File: src/rtl/ula_pkg.sv
// rtl/ula_pkg.sv - shared encodings for the ULA control decoder
package ula_pkg;

    localparam int INST_W     = 17;
    localparam int OPCODE_MSB = 16;
    localparam int OPCODE_LSB = 10;
    localparam int FUNCT3_MSB = 9;
    localparam int FUNCT3_LSB = 7;
    localparam int FUNCT7_MSB = 6;
    localparam int FUNCT7_LSB = 0;

    localparam logic [3:0] ULA_ADD  = 4'b0000;
    localparam logic [3:0] ULA_SUB  = 4'b0001;
    localparam logic [3:0] ULA_SLL  = 4'b0010;
    localparam logic [3:0] ULA_SLT  = 4'b0011;
    localparam logic [3:0] ULA_SLTU = 4'b0100;
    localparam logic [3:0] ULA_XOR  = 4'b0101;
    localparam logic [3:0] ULA_SRL  = 4'b0110;
    localparam logic [3:0] ULA_SRA  = 4'b0111;
    localparam logic [3:0] ULA_OR   = 4'b1000;
    localparam logic [3:0] ULA_AND  = 4'b1001;

    localparam logic [1:0] OP_MEM    = 2'b00;
    localparam logic [1:0] OP_BRANCH = 2'b01;
    localparam logic [1:0] OP_RTYPE  = 2'b10;
    localparam logic [1:0] OP_ITYPE  = 2'b11;

    localparam logic [6:0] OPC_RTYPE = 7'b0110011;
    localparam logic [6:0] OPC_ITYPE = 7'b0010011;

    localparam logic [6:0] F7_BASE = 7'b0000000;
    localparam logic [6:0] F7_ALT  = 7'b0100000;

    localparam logic [2:0] F3_ADD_SUB = 3'b000;
    localparam logic [2:0] F3_SLL     = 3'b001;
    localparam logic [2:0] F3_SLT     = 3'b010;
    localparam logic [2:0] F3_SLTU    = 3'b011;
    localparam logic [2:0] F3_XOR     = 3'b100;
    localparam logic [2:0] F3_SRL_SRA = 3'b101;
    localparam logic [2:0] F3_OR      = 3'b110;
    localparam logic [2:0] F3_AND     = 3'b111;

    // funct3 mapping with funct7 alternate forms resolved to the base op (ADD, SRL)
    function automatic logic [3:0] base_select(input logic [2:0] funct3);
        logic [3:0] sel;
        case (funct3)
            F3_ADD_SUB: sel = ULA_ADD;
            F3_SLL:     sel = ULA_SLL;
            F3_SLT:     sel = ULA_SLT;
            F3_SLTU:    sel = ULA_SLTU;
            F3_XOR:     sel = ULA_XOR;
            F3_SRL_SRA: sel = ULA_SRL;
            F3_OR:      sel = ULA_OR;
            F3_AND:     sel = ULA_AND;
            default:    sel = ULA_ADD;
        endcase
        return sel;
    endfunction

endpackage

File: src/rtl/ula_funct_decode.sv
// rtl/ula_funct_decode.sv - maps (ula_op, funct3, funct7, opcode) to next ULA select and illegal flag
module ula_funct_decode
    import ula_pkg::*;
(
    input  logic [1:0] ula_op,
    input  logic [6:0] opcode,
    input  logic [2:0] funct3,
    input  logic [6:0] funct7,
    output logic [3:0] select,
    output logic       illegal
);

    always_comb begin
        select  = ULA_ADD;
        illegal = 1'b0;
        case (ula_op)
            OP_MEM: begin
                select = ULA_ADD;
            end
            OP_BRANCH: begin
                select = ULA_SUB;
            end
            OP_RTYPE: begin
                illegal = (opcode != OPC_RTYPE);
                if (funct7 == F7_BASE) begin
                    select = base_select(funct3);
                end else if (funct7 == F7_ALT && funct3 == F3_ADD_SUB) begin
                    select = ULA_SUB;
                end else if (funct7 == F7_ALT && funct3 == F3_SRL_SRA) begin
                    select = ULA_SRA;
                end else begin
                    select  = ULA_ADD;
                    illegal = 1'b1;
                end
            end
            OP_ITYPE: begin
                // No SUBI: funct3 000 is ADD whatever funct7 holds; shifts look only at funct7[5]
                illegal = (opcode != OPC_ITYPE);
                select  = base_select(funct3);
                if (funct3 == F3_SRL_SRA && funct7[5]) begin
                    select = ULA_SRA;
                end
            end
            default: begin
                select  = ULA_ADD;
                illegal = 1'b0;
            end
        endcase
    end

endmodule

File: src/rtl/ula_control.sv
// rtl/ula_control.sv - registered ULA control decoder; optional illegal output via ULA_CTRL_ILLEGAL_EN
module ula_control
    import ula_pkg::*;
(
    input  logic              clk,
    input  logic              rst,
    input  logic [INST_W-1:0] inst,
    input  logic [1:0]        ula_op,
    input  logic              in_valid,
`ifdef ULA_CTRL_ILLEGAL_EN
    output logic              illegal,
`endif
    output logic [3:0]        ula_select,
    output logic              out_valid
);

    logic [3:0] dec_select;
    logic       dec_illegal;

    logic [3:0] ula_select_d, ula_select_q;
    logic       out_valid_d,  out_valid_q;

    ula_funct_decode u_decode (
        .ula_op  (ula_op),
        .opcode  (inst[OPCODE_MSB:OPCODE_LSB]),
        .funct3  (inst[FUNCT3_MSB:FUNCT3_LSB]),
        .funct7  (inst[FUNCT7_MSB:FUNCT7_LSB]),
        .select  (dec_select),
        .illegal (dec_illegal)
    );

    always_comb begin
        ula_select_d = in_valid ? dec_select : ula_select_q;
        out_valid_d  = in_valid;
    end

    always_ff @(posedge clk or posedge rst) begin
        if (rst) begin
            ula_select_q <= ULA_ADD;
            out_valid_q  <= 1'b0;
        end else begin
            ula_select_q <= ula_select_d;
            out_valid_q  <= out_valid_d;
        end
    end

    assign ula_select = ula_select_q;
    assign out_valid  = out_valid_q;

`ifdef ULA_CTRL_ILLEGAL_EN
    logic illegal_d, illegal_q;

    always_comb begin
        illegal_d = in_valid ? dec_illegal : illegal_q;
    end

    always_ff @(posedge clk or posedge rst) begin
        if (rst) begin
            illegal_q <= 1'b0;
        end else begin
            illegal_q <= illegal_d;
        end
    end

    assign illegal = illegal_q;
`else
    logic unused_illegal;
    assign unused_illegal = dec_illegal;
`endif

endmodule

File: config.mk
export PLATFORM = sky130hd
export DESIGN_NAME = ula_control
export DESIGN_NICKNAME = d
export VERILOG_FILES = /design/src/rtl/ula_pkg.sv /design/src/rtl/ula_funct_decode.sv /design/src/rtl/ula_control.sv
export SDC_FILE = /design/constraint.sdc
export NUM_CORES = 1
export LEC_CHECK = 0
export ABC_AREA = 1
export CAP_MARGIN = 20
export CORE_MARGIN = 2
export CORE_UTILIZATION = 25
export CTS_BUF_LIST = sky130_fd_sc_hd__clkbuf_8
export DETAILED_ROUTE_END_ITERATION = 8
export PLACE_DENSITY = 0.52
export SLEW_MARGIN = 20
export SYNTH_ARGS = -nofsm -noshare
export SYNTH_HDL_FRONTEND = slang
export SYNTH_HIERARCHICAL = 1
export SYNTH_SLANG_ARGS = --single-unit
File: constraint.sdc
create_clock -name clk -period 0.95 [get_ports clk]
set_clock_uncertainty 0.1 [all_clocks]
set_input_delay 0.2375 -clock clk [delete_from_list [all_inputs] [get_ports clk]]
set_output_delay 0.2375 -clock clk [all_outputs]
set_load 0.05 [all_outputs]
==> results.sh <==
export IMPL_floorplan_die_height_um=46.39
export IMPL_gr_usage_all_layers_pct=12.22
export IMPL_path_buf_inv=1
export IMPL_fmaxAchievable_ghz=0.8948
export IMPL_grt_start_max_net_pins=8
export IMPL_wl_cell_um=8.839
export IMPL_route_vias_total=517
export IMPL_maximum_level_of_the_cts_h_tree=1
export IMPL_synth_cell_area_um2=449.2
export IMPL_final_util_pct=55.09
export IMPL_cts_tree="done"
export IMPL_post_route_min_period_ps=1118
export IMPL_critical_path_arrival_ps=780
export IMPL_grt_overflow_total=0
export IMPL_grt_first_pass_wirelength_um=1828
export IMPL_report_final_hold_viol_count=0
export IMPL_placementRows=15
export IMPL_cts_made_buffers=3
export IMPL_num_io_pins=27
export IMPL_drt_first_iter_violations=0
export IMPL_die_width_um=46.39
export IMPL_antenna_cells=0
export IMPL_dp_final_hpwl_um=916.9
export IMPL_run_status="finished with violations"
export IMPL_drt_pass1_iter_count=1
export IMPL_drc=0
export IMPL_worst_skew_pair_late_latency_ps=220
export IMPL_syn_mean_instance_area_um2=6.417
export IMPL_biggest_cell_delay_along_the_critical_path_ps=400
export IMPL_post_drt_via_cell_ratio=4.169
export IMPL_antenna_found_initial=0
export IMPL_synth_cells=70
export IMPL_tritoncts_num_sinks=5
export IMPL_hp_class="input port to async pin"
export IMPL_synth_net_count=96
export IMPL_rsz0062_at_grt="yes"
export IMPL_timing_final_max_slew_violations=0
export IMPL_timing_setup_critical_path_class="flip-flop to primary output"
export IMPL_layout_area_overhead_vs_synth_pct=109.5
export IMPL_critPathCaptureType="primary output"
export IMPL_die_area_um2=2152
export IMPL_port_buffers=19
export IMPL_place_congestion=0.7162
export IMPL_numPlacedInstances=119
export IMPL_worstPathMaxFanout=2
export IMPL_timing_critical_path_cells="buf_12"
export IMPL_maxCapViolCount=0
export IMPL_clockBufferDepth=2
export IMPL_start_util_pct=26.30
export IMPL_timing_slew_headroom_pct=87.53
export IMPL_finish_cell_count_without_fillers=124
export IMPL_crit_path_start_kind="flip-flop"
export IMPL_period_share_pct=117.6
export IMPL_final_net_count=126
export IMPL_coreArea_um2=1708
export IMPL_violations="negative setup slack"
export IMPL_critical_path_slowest_cell="dfrtp_1"
export IMPL_final_layout_size_suffix_gt1_share_pct=57.58
export IMPL_nFillCells=166
export IMPL_routed_wirelength_um=1096
export IMPL_ys_warnings_count=6
export IMPL_number_of_global_route_vias_before_repair=467
export IMPL_setup_slack_ps=-167.5
export IMPL_fin_tns_setup_ps=-1059
export IMPL_clockRootBuffer="clkbuf_8"
export IMPL_p_leak_uw=0.0004731
export IMPL_crit_family="flip-flops"
export IMPL_fin_hold_ws_ps=124.2
export IMPL_detail_route_antenna_nets=0
export IMPL_power_density_nw_per_um2=1014
export IMPL_multi_input_area_um2=389.1
export IMPL_cts_reportedPaths_clkPinSlew_ps=40
export IMPL_timing_worst_slew_pin_value_ps=186.8
export IMPL_setup_viol_count_final=9
export IMPL_peak_supply_drop_uv=416.7
export IMPL_sequential_cell_area_um2=125.1
export IMPL_crit_required_ps=610
[sequential cells by signal, summed over array words and instances, names as in the netlist]
| signal | cells |
|---|---|
| out_valid | 1 |
| ula_select | 4 |
[path summary, 6_finish.rpt]
path | startpoint | to | slack, ps | depth (start not counted)
max in group asynchronous | rst | ula_select[0] | 460 | 2
hold / removal | rst | ula_select[1] | 120 | 2
setup reg to reg | ula_select[2] | ula_select[2] | 110 | 3
setup / recovery | ula_select[3] | ula_select[3] | -170 | 1
min in group clk | ula_op[0] | ula_select[0] | 410 | 5
hold reg to reg | ula_select[3] | ula_select[3] | 450 | 2
[power by group]
part | total (uW) | internal, uW | switching [uW] | leakage [uW]
logic | 338 | 169 | 170 | 0.000381
registers | 240 | 228 | 12.7 | 0.0000651
clock network | 375 | 277 | 98.9 | 0.0000269
total | 954 | 673 | 281 | 0.000473
[layout make-up]
cell class / instances / share of cell area (%)
clock buffer: 3 / 4.388
sequential: 5 / 13.30
multi-input combinational: 53 / 41.36
inverter: 12 / 7.447
clock inverter: 1 / 0.3989
tap: 25 / 3.324
timing repair buffer: 25 / 29.79
[layout by cell type, fill, tap and decap left out]
| master | n |
|---|---|
| nand3_2 | 1 |
| buf_6 | 3 |
| nor2_2 | 3 |
| nand2_2 | 5 |
| inv_2 | 6 |
| buf_2 | 1 |
| dfrtp_1 | 5 |
| nand2_4 | 2 |
| a21oi_2 | 3 |
| inv_12 | 2 |
| inv_1 | 5 |
| ha_4 | 3 |
| buf_12 | 7 |
| o21ai_2 | 2 |
| o31ai_2 | 1 |
| clkbuf_8 | 3 |
| clkdlybuf4s15_1 | 1 |
| ha_1 | 1 |
| nor2_1 | 1 |
| nand2_1 | 24 |
| clkbuf_2 | 5 |
| dlygate4sd2_1 | 1 |
| buf_4 | 5 |
| clkdlybuf4s50_1 | 2 |
| nand3b_1 | 1 |
| nor2_4 | 5 |
| o21ai_1 | 1 |
[metrics by stage]
stage,power [uW],instance area (um2),setup slack (ps)
after floorplan,372.1,521.8,-145.1
after global placement,545.4,830.8,-861.2
after detailed placement,548.0,830.8,-867.6
after CTS,950.6,932.1,-223.1
after global routing,1010,940.9,-183.3
final,954.1,940.9,-167.5
[what timing repair did]
action | in CTS | in global routing
setup endpoints to repair | 9 | 9
pin swaps | 13 | 18
buffers inserted | 2 | 1
hold buffers | 0 | 0
resized for setup | 35 | 33
[routing by layer]
metal / wire length (um) / up-vias / track usage (%)
li1: - / 272 / -
met1: 399 / 232 / 12.88
met2: 614 / 11 / 21.11
met5: 0 / - / 0
met4: 21 / 0 / 6.857
met3: 60 / 2 / 3.922
Note: power is estimated with default switching activity, not from simulation.
